## config.mk

```make
export PLATFORM = sky130hd
export DESIGN_NAME = f_fetch_unit_flat
export DESIGN_NICKNAME = d
export VERILOG_FILES = /design/src/rtl/f_fetch_unit_pkg.sv /design/src/rtl/f_fetch_unit_if.sv /design/src/rtl/f_fetch_unit_npc.sv /design/src/rtl/f_fetch_unit.sv /design/src/flat_wrapper.sv
export SDC_FILE = /design/constraint.sdc
export NUM_CORES = 1
export LEC_CHECK = 0
export CAP_MARGIN = 20
export CORE_MARGIN = 4
export CORE_UTILIZATION = 40
export CTS_BUF_LIST = sky130_fd_sc_hd__clkbuf_16
export CTS_CLUSTER_SIZE = 24
export DETAILED_ROUTE_END_ITERATION = 16
export GPL_TIMING_DRIVEN = 1
export HOLD_SLACK_MARGIN = 0.03
export PLACE_DENSITY = 0.79
export RECOVER_POWER = 100
export SLEW_MARGIN = 20
export SYNTH_ARGS = -nofsm -noshare
export SYNTH_HDL_FRONTEND = slang
export SYNTH_HIERARCHICAL = 1
export SYNTH_SLANG_ARGS = --single-unit
```

## constraint.sdc

```tcl
create_clock -name clk -period 4.5 [get_ports clk]
set_clock_uncertainty 0.1 [all_clocks]
set_input_delay 0.45 -clock clk [delete_from_list [all_inputs] [get_ports clk]]
set_output_delay 0.45 -clock clk [all_outputs]
set_load 0.005 [all_outputs]
```

## src/rtl/f_fetch_unit_pkg.sv

```systemverilog
// f_fetch_unit_pkg
// Shared definitions for the fetch stage: next-PC operation encoding,
// reset/handler addresses, the legal instruction-memory window and a
// helper that classifies a fetch address as an address error (AdEL).
package f_fetch_unit_pkg;

    // Next-PC operation requested by the instruction currently in D
    typedef enum logic [1:0] {
        npc_seq = 2'd0,
        npc_br  = 2'd1,
        npc_j   = 2'd2,
        npc_jr  = 2'd3
    } npc_op_t;

    localparam logic [31:0] PC_RESET  = 32'h0000_3000;
    localparam logic [31:0] EXC_ENTRY = 32'h0000_4180;
    localparam logic [31:0] IM_BASE   = 32'h0000_3000;
    localparam logic [31:0] IM_TOP    = 32'h0000_6ffc;

    // A fetch is illegal if it is misaligned or falls outside the
    // instruction-memory window (IM_TOP is inclusive)
    function automatic logic is_adel(input logic [31:0] pc);
        return (pc[1:0] != 2'b00) || (pc < IM_BASE) || (pc > IM_TOP);
    endfunction

endpackage

```

## src/rtl/f_fetch_unit_if.sv

```systemverilog
// f_fetch_unit_if
// Bundles every non-clock/reset signal of the fetch stage.
//   master : the fetch unit (drives f_pc and the F/D register outputs)
//   slave  : the rest of the pipeline / instruction memory
// D-stage control : stall, isBr, npcOp, d_imm16, d_imm26, d_rs
// Redirects       : req, eret, epc
// Instr memory    : f_pc (address), f_instr (combinational read data)
// F/D register    : d_instr, d_pc, d_bd, d_excAdEL
interface f_fetch_unit_if;
    import f_fetch_unit_pkg::*;

    logic        stall;
    logic        isBr;
    npc_op_t     npcOp;
    logic [15:0] d_imm16;
    logic [25:0] d_imm26;
    logic [31:0] d_rs;
    logic        req;
    logic        eret;
    logic [31:0] epc;
    logic [31:0] f_pc;
    logic [31:0] f_instr;
    logic [31:0] d_instr;
    logic [31:0] d_pc;
    logic        d_bd;
    logic        d_excAdEL;

    modport master (
        input  stall, isBr, npcOp, d_imm16, d_imm26, d_rs,
        input  req, eret, epc, f_instr,
        output f_pc, d_instr, d_pc, d_bd, d_excAdEL
    );

    modport slave (
        output stall, isBr, npcOp, d_imm16, d_imm26, d_rs,
        output req, eret, epc, f_instr,
        input  f_pc, d_instr, d_pc, d_bd, d_excAdEL
    );

endinterface

```

## src/rtl/f_fetch_unit_npc.sv

```systemverilog
// f_fetch_unit_npc
// Combinational next-PC selection for the fetch stage.
// Inputs : f_pc, d_pc, d_imm16, d_imm26, d_rs, isBr, npcOp, req, eret, epc
// Outputs: npc (PC to load on an unstalled or redirected edge),
//          bd  (the word fetched now sits in a branch delay slot)
// Stall is not handled here; the PC register decides whether to load npc.
module f_fetch_unit_npc
    import f_fetch_unit_pkg::*;
(
    input  logic [31:0] f_pc,
    input  logic [31:0] d_pc,
    input  logic [15:0] d_imm16,
    input  logic [25:0] d_imm26,
    input  logic [31:0] d_rs,
    input  logic        isBr,
    input  npc_op_t     npcOp,
    input  logic        req,
    input  logic        eret,
    input  logic [31:0] epc,
    output logic [31:0] npc,
    output logic        bd
);

    logic [31:0] d_pc_plus4;
    logic [31:0] br_target;
    logic [31:0] j_target;

    // Targets are relative to the control-transfer instruction in D
    assign d_pc_plus4 = d_pc + 32'd4;
    assign br_target  = d_pc_plus4 + {{14{d_imm16[15]}}, d_imm16, 2'b00};
    assign j_target   = {d_pc_plus4[31:28], d_imm26, 2'b00};

    // Any non-sequential op in D means the word being fetched now is its
    // delay slot, whether or not the branch is taken
    assign bd = (npcOp != npc_seq);

    // Redirects first, then the D-stage control transfer, else sequential
    always_comb begin
        npc = f_pc + 32'd4;
        if (req) begin
            npc = EXC_ENTRY;
        end else if (eret) begin
            npc = epc;
        end else begin
            unique case (npcOp)
                npc_br:  npc = isBr ? br_target : f_pc + 32'd4;
                npc_j:   npc = j_target;
                npc_jr:  npc = d_rs;
                default: npc = f_pc + 32'd4;
            endcase
        end
    end

endmodule

```

## src/rtl/f_fetch_unit.sv

```systemverilog
// f_fetch_unit
// Fetch stage and F/D pipeline register of the five-stage MIPS pipeline.
// Ports:
//   clk   : single clock, rising edge
//   reset : asynchronous, active-high
//   bus   : f_fetch_unit_if.master (D-stage control, redirects, instruction
//           memory address/data, F/D register outputs)
// Owns the PC register, the F/D register and fetch address-error detection.
module f_fetch_unit
    import f_fetch_unit_pkg::*;
(
    input  logic           clk,
    input  logic           reset,
    f_fetch_unit_if.master bus
);

    logic [31:0] pc_q;
    logic [31:0] npc;
    logic        slot_bd;
    logic        fetch_adel;
    logic        redirect;
    logic [31:0] d_instr_q;
    logic [31:0] d_pc_q;
    logic        d_bd_q;
    logic        d_adel_q;

    f_fetch_unit_npc u_npc (
        .f_pc    (pc_q),
        .d_pc    (d_pc_q),
        .d_imm16 (bus.d_imm16),
        .d_imm26 (bus.d_imm26),
        .d_rs    (bus.d_rs),
        .isBr    (bus.isBr),
        .npcOp   (bus.npcOp),
        .req     (bus.req),
        .eret    (bus.eret),
        .epc     (bus.epc),
        .npc     (npc),
        .bd      (slot_bd)
    );

    // req and eret win over stall: they redirect and flush on this edge
    assign redirect   = bus.req | bus.eret;
    assign fetch_adel = is_adel(pc_q);

    // PC register: holds only on a plain stall
    always_ff @(posedge clk or posedge reset) begin
        if (reset) begin
            pc_q <= PC_RESET;
        end else if (redirect || !bus.stall) begin
            pc_q <= npc;
        end
    end

    // F/D register: a redirect turns D into a bubble (eret has no delay
    // slot, so the word fetched alongside it is dropped); a bad fetch
    // still advances but carries a nop and the AdEL flag
    always_ff @(posedge clk or posedge reset) begin
        if (reset) begin
            d_instr_q <= '0;
            d_pc_q    <= '0;
            d_bd_q    <= 1'b0;
            d_adel_q  <= 1'b0;
        end else if (redirect) begin
            d_instr_q <= '0;
            d_pc_q    <= '0;
            d_bd_q    <= 1'b0;
            d_adel_q  <= 1'b0;
        end else if (!bus.stall) begin
            d_instr_q <= fetch_adel ? 32'h0 : bus.f_instr;
            d_pc_q    <= pc_q;
            d_bd_q    <= slot_bd;
            d_adel_q  <= fetch_adel;
        end
    end

    assign bus.f_pc      = pc_q;
    assign bus.d_instr   = d_instr_q;
    assign bus.d_pc      = d_pc_q;
    assign bus.d_bd      = d_bd_q;
    assign bus.d_excAdEL = d_adel_q;

endmodule
```

## src/flat_wrapper.sv

```systemverilog
// flat-port wrapper written by rule: the top's interface ports become plain ports
module f_fetch_unit_flat import f_fetch_unit_pkg::*;
  (clk, reset, bus_stall, bus_isBr, bus_npcOp, bus_d_imm16, bus_d_imm26, bus_d_rs, bus_req, bus_eret, bus_epc, bus_f_instr, bus_f_pc, bus_d_instr, bus_d_pc, bus_d_bd, bus_d_excAdEL);
  f_fetch_unit_if bus_i ();
  input  logic clk;
  input  logic reset;
  input wire logic [$bits(bus_i.stall)-1:0] bus_stall;
  input wire logic [$bits(bus_i.isBr)-1:0] bus_isBr;
  input wire logic [$bits(bus_i.npcOp)-1:0] bus_npcOp;
  input wire logic [$bits(bus_i.d_imm16)-1:0] bus_d_imm16;
  input wire logic [$bits(bus_i.d_imm26)-1:0] bus_d_imm26;
  input wire logic [$bits(bus_i.d_rs)-1:0] bus_d_rs;
  input wire logic [$bits(bus_i.req)-1:0] bus_req;
  input wire logic [$bits(bus_i.eret)-1:0] bus_eret;
  input wire logic [$bits(bus_i.epc)-1:0] bus_epc;
  input wire logic [$bits(bus_i.f_instr)-1:0] bus_f_instr;
  output wire logic [$bits(bus_i.f_pc)-1:0] bus_f_pc;
  output wire logic [$bits(bus_i.d_instr)-1:0] bus_d_instr;
  output wire logic [$bits(bus_i.d_pc)-1:0] bus_d_pc;
  output wire logic [$bits(bus_i.d_bd)-1:0] bus_d_bd;
  output wire logic [$bits(bus_i.d_excAdEL)-1:0] bus_d_excAdEL;
  assign bus_i.stall = bus_stall;
  assign bus_i.isBr = bus_isBr;
  assign bus_i.npcOp = bus_npcOp;
  assign bus_i.d_imm16 = bus_d_imm16;
  assign bus_i.d_imm26 = bus_d_imm26;
  assign bus_i.d_rs = bus_d_rs;
  assign bus_i.req = bus_req;
  assign bus_i.eret = bus_eret;
  assign bus_i.epc = bus_epc;
  assign bus_i.f_instr = bus_f_instr;
  assign bus_f_pc = bus_i.f_pc;
  assign bus_d_instr = bus_i.d_instr;
  assign bus_d_pc = bus_i.d_pc;
  assign bus_d_bd = bus_i.d_bd;
  assign bus_d_excAdEL = bus_i.d_excAdEL;
  f_fetch_unit u_core (.clk(clk), .reset(reset), .bus(bus_i));
endmodule
```

# Yosys cells after proc, flatten, opt, wreduce, memory -nomap -nowiden
# Cells that the tools add are included.
word_totals:
  ff_bits: 98
  latchBits: 0
  mem_bits_rw: 0
  romBits: 0
  inputBits: 146
  out_inout_bits: 98
  wordCells: 34
  mem_count: 0
classes:
  addsub: 3
  mul: 0
  n_div: 0
  magnitude_cmp: 2
  eq_ne: 4
  n_shift: 0
  n_mux: 13
  bitwise_logic: 1
  n_reduce_logical: 6
op_table:
  columns: ["cell", "n"]
  rows:
  - ["$mux 32", 8]
  - ["$pmux 32 s3", 1]
  - ["$add 32x3->32 const B", 2]
  - ["$add 32x32->32", 1]
  - ["$gt 32x15->1 const B", 1]
  - ["$lt 32x14->1 const B", 1]
  - ["$eq 2x2->1 const B", 2]
  - ["$mux 1", 4]
  - ["$reduce_bool 2->1", 2]
  - ["$logic_or 1x1->1", 3]
  - ["$eq 2x1->1 const B", 1]
  - ["$ne 2x1->1 const B", 1]
  - ["$logic_not 1->1", 1]
  - ["$or 1x1->1", 1]

# Logic depth before layout (Yosys ltp)
# Gate-level depths: netlist of run 1.
logic_depth:
  word_depth: 6
  ltp_mapped: 16
  ltp_nobuf: 15

# Hierarchy
# Netlist of run 1, hierarchy kept.
by_module_without_submodules:
  columns: ["mod", "instances", "cells_each", "area_per_inst_um2", "seq_area_each_um2"]
  rows:
  - ["f_fetch_unit_npc", 1, 633, 4191.5, 0.0]
  - ["f_fetch_unit", 1, 297, 3988.8, 2454.9]

# Least setup slack after synthesis of run 1
# OpenSTA, ideal clock, no wires.
synth_path:
  kind: "reg2reg"
  start: "register u_core.d_pc_q[4] (netlist: u_core/bus.d_pc[4])"
  end: "register u_core.pc_q[30] (netlist: u_core/bus.f_pc[30])"
  setup_time_ns: 0.128
  t_arrival_ns: 3.236
  t_required_ns: 4.272
  path_slack_ns: 1.037
  stages_incl_launch_ff: 15
  path_buffers: 0
  synth_period_minus_slack_ns: 3.463
  cell_sequence: "dfrtp_1 > and4_1 > and3_1 > nand3_1 > nor3_1 > xor2_1 > ha_1 > a21o_1 > a21o_1 > a221oi_1 > o21ai_1 > a311oi_2 > xor2_1 > a41oi_1 > mux2_1"
synth_between:
  elab_chain_cells: 6
synth_rtl:
  columns: ["item", "line", "source"]
  rows:
  - ["from (decl)", "f_fetch_unit.sv:23", "logic [31:0] d_pc_q;"]
  - ["from (signal assigned)", "f_fetch_unit.sv:71", "d_pc_q <= pc_q;"]
  - ["$add 32x3->32 *", "f_fetch_unit_npc.sv:29", "assign d_pc_plus4 = d_pc + 32'd4;"]
  - ["$add 32x32->32", "f_fetch_unit_npc.sv:30", "assign br_target = d_pc_plus4 + {{14{d_imm16[15]}}, d_imm16, 2'b00};"]
  - ["$mux 32", "f_fetch_unit_npc.sv:46", "npc_br: npc = isBr ? br_target : f_pc + 32'd4;"]
  - ["$pmux 32 s3 *", "f_fetch_unit_npc.sv:45", "unique case (npcOp)"]
  - ["$mux 32 *", "f_fetch_unit_npc.sv:42", "end else if (eret) begin"]
  - ["$mux 32 *", "f_fetch_unit_npc.sv:40", "if (req) begin"]
  - ["net u_core.npc[30]", "f_fetch_unit.sv:18", "logic [31:0] npc;"]
  - ["to (signal assigned)", "f_fetch_unit.sv:51", "pc_q <= npc;"]
  - ["to (decl)", "f_fetch_unit.sv:17", "logic [31:0] pc_q;"]
# The timed path passes the listed nets; every way through them passes the cells marked *.
# A chain may end at the register's enable or synchronous reset.

# Final worst setup path of run 1
layout_path:
  start: "register u_core.d_pc_q[2] (netlist: u_core/bus.d_pc[2])"
  end: "register u_core.pc_q[30] (netlist: u_core/bus.f_pc[30])"
# Same word-level chain as after synthesis.

==> impl_metrics.yaml, run 1 <==
clock_tree:
  cts_buffers: 9
  clkLatencyLatePin_ps: 350
  cts_resized: 0
  ctsHoldBuffers: 0
  path_clk_slew_ps: 80
  root_buffer: "clkbuf_16"
  cts_tree: "done"
  clk_path_buf_depth: 2
  clkSinkCount: 98
  htree_levels: 3
  cts_setup_buffers: 0
die:
  die_w_um: 151
  core-area_um2: 20200
  ios: 244
  start_util_pct: 40.6
  die_h_um: 151
  die_area_um2: 22800
  std_cell_rows: 52
routing:
  ant_nets: 0
  avgViaCountPerCell: 5.88
  routed_wl_um: 30900
  drt_iter0_drc: 666
  drtPass1Iterations: 5
  dr_total_vias: 8403
  route.detailed.drc: 0
  routedWlPerCell_um: 21.6
synth:
  postSynthAreaPerCell_um2: 8.80
  ys.flop_type: "dfrtp_1"
  synth-edff-count: 0
  syn_nets: 1113
  synth-seq-cells: 98
  ys_warn_count: 6
  yosysSeqAreaShare_pct: 30.0
  synthDistinctLibCells: 81
  syn-cell-area_um2: 8180
  syn_inst: 930
  async_reset_ff_share_pct: 100
timing:
  drv_slew: 181
  rsz0062_at_grt: "false"
  min_period_ps: 4170
  final.setup.tns_ps: 0
  post-route-period-util_pct: 92.7
  tightest_slew_ps: 2150
  setup_violations: 0
  max_freq_mhz: 240
  hold_viol_final: 0
  max_slew_margin_pct: -43.2
setup_path:
  critPathArrivalTime_ps: 4300
  cpMaxStageDelayCell: "dfrtp_1"
  cp_top_family: "simple AND/OR/NAND/NOR gates"
  critPathBufInv: 0
  startpoint_type: "flip-flop"
  max_stage_delay_ps: 440
  path_cells: "and2_0, and3_1, nand3_1, nor2_1, xor2_1, ha_1, and2_1, nor2_1, o21ai_0, a221oi_1, o21ai_0, a311oi_2, xor2_1, a41oi_1, mux2_1"
  crit_path_end_kind: "flip-flop"
  crit_fanout: 6
  regToRegSetupSlack_ps: 330
  crit_required_ps: 4630
  crit_type: "reg2reg"
place:
  dp_hpwl_um: 23700
  postPlaceCellArea_um2: 10900
  portBuffers: 243
  dp.cells: 1411
  gp_congestion: 0.964
grt:
  grt_usage_pct: 26.9
  grt-ovfl-total: 0
  antenna_found_initial: 3
  grt_start_max_net_pins: 79
  grt_pass1_vias: 8242
  grt_first_pass_wirelength_um: 47300
finish:
  drive_gt1_share_pct: 6.66
  syn_to_final_growth_pct: 35.9
  final_cell_count_no_fill: 1429
  final_cell_area_um2: 11100
  nNetsFinal: 1335
  final_util_pct: 55.1
run_status:
  outcome: "finished with violations"
  violations: "max-capacitance violations, max-slew violations"
worst_hold_path:
  hp-class: "reg2reg"
pwr:
  leakagePower_nw: 4.89
  power.total_mw: 2.58
  peakVddDrop_mv: 0.175
  powerDensity_nw_per_um2: 232
flow_run:
  cap_violations: 5
-- flip-flops by register name, indices dropped and copies added, names as in the netlist --
register / cells
u_core/bus.d_bd: 1
u_core/bus.d_pc: 32
u_core/bus.f_pc: 32
u_core/bus.d_excAdEL: 1
u_core/bus.d_instr: 32
-- synth_stat cells, types with 13 or more instances --
cell type | number | area (um^2)
nand2_1 | 143 | 537
dfrtp_1 | 96 | 2400
nor2_1 | 56 | 210
a21oi_1 | 51 | 255
xnor2_1 | 51 | 447
a22o_1 | 36 | 315
ha_1 | 36 | 450
mux2_1 | 30 | 338
o31ai_2 | 30 | 375
xor2_1 | 28 | 245
nand3_1 | 27 | 135
o21ai_0 | 27 | 135
clkbuf_1 | 26 | 97.6
inv_1 | 20 | 75.1
a211oi_1 | 16 | 120
and3_1 | 14 | 87.6
a21o_1 | 13 | 97.6
nand4_1 | 13 | 81.3
-- worst paths after layout --
kind,startpoint,end,depth (start not counted)
min in group asynchronous,reset,u_core/bus.d_instr[4],2
hold / removal,u_core/bus.d_instr[14],u_core/bus.d_instr[14],2
hold reg to reg,u_core/bus.d_instr[14],u_core/bus.d_instr[14],2
setup / recovery,u_core/bus.d_pc[2],u_core/bus.f_pc[30],15
setup reg to reg,u_core/bus.d_pc[2],u_core/bus.f_pc[30],15
max in group asynchronous,reset,u_core/bus.d_pc[13],3
-- routing by layer --
layer	track usage, %	up-vias	part of all wire, %
li1	-	3882	-
met1	35.2	4002	41
met2	42.9	444	46
met3	7.09	73	9.8
met4	10.1	2	3.6
met5	0	-	0.042
-- kinds of logic (layout without fill, tap and decap cells) --
family / after synthesis / after routing / share of synthesized area (%)
xor+xnor: 79 / 79 / 8.46
other cells: 0 / 2 / 0
compound gates: 275 / 275 / 26.1
buf+inv: 71 / 298 / 3.75
mux: 47 / 47 / 6.58
fa+ha+maj: 37 / 37 / 5.75
simple gates: 323 / 323 / 19.4
flops: 98 / 98 / 30.0
-- cell type report --
type                       instances  area, um^2
fill                            1871        9050
multi-input combinational        761        5350
timing repair buffer             262        2550
sequential                        98        2450
tap                              270         338
clock buffer                       9         225
clock inverter                     7         119
inverter                          20        76.3
antenna                            2        5.00
-- power breakdown --
part / leakage [nW] / internal, mW / total, mW / switching (mW)
Combinational: 3.40 / 0.328 / 0.663 / 0.335
Clock: 0.167 / 0.545 / 0.915 / 0.370
Sequential: 1.32 / 0.916 / 1.00 / 0.0880
Total: 4.89 / 1.79 / 2.58 / 0.793
-- worst register-to-register path, cell delays in order (launching register included) --
cell and delay (ps):
dfrtp_1 440, and2_0 410, and3_1 290, nand3_1 190, nor2_1 170, xor2_1 230
ha_1 300, and2_1 160, nor2_1 120, o21ai_0 140, a221oi_1 290, o21ai_0 220
a311oi_2 340, xor2_1 210, a41oi_1 120, mux2_1 300
-- cell usage in the layout, fill, tap and decap left out, types with 10 or more instances in the layout --
master,Yosys,final
o21ai_0,27,29
a21o_1,13,13
nor2_1,56,56
a22o_1,36,36
buf_4,1,14
dfrtp_1,96,96
ha_1,36,36
dlygate4sd3_1,0,98
inv_1,20,20
o21bai_1,10,10
mux2_1,30,30
o31ai_1,9,24
a21oi_1,51,51
a221oi_1,10,10
mux2i_1,11,11
a211oi_1,16,16
o31ai_2,30,16
nand3_1,27,27
xnor2_1,51,51
and4_1,10,10
nor2b_1,12,12
xor2_1,28,28
clkdlybuf4s50_1,0,144
nand4_1,13,13
and3_1,14,14
nand2_1,143,143
-- metrics by stage --
stage | setup WS, ps | hold WS, ps
after floorplan | 1040 | 373
after global placement | 496 | 361
after detailed placement | 506 | 371
after CTS | 428 | 389
after global routing | 76.4 | 400
final | 328 | 381
Power figures use the tool's default switching activity.
==> run 2, diff against run 1 <==
--- a/config.mk
+++ b/config.mk
@@ -20,3 +20,4 @@
 export SYNTH_HDL_FRONTEND = slang
 export SYNTH_HIERARCHICAL = 1
 export SYNTH_SLANG_ARGS = --single-unit
+export TNS_END_PERCENT = 5
==> results of run 2 <==
The final DEF is identical to that of run 1; final timing and power are the same.
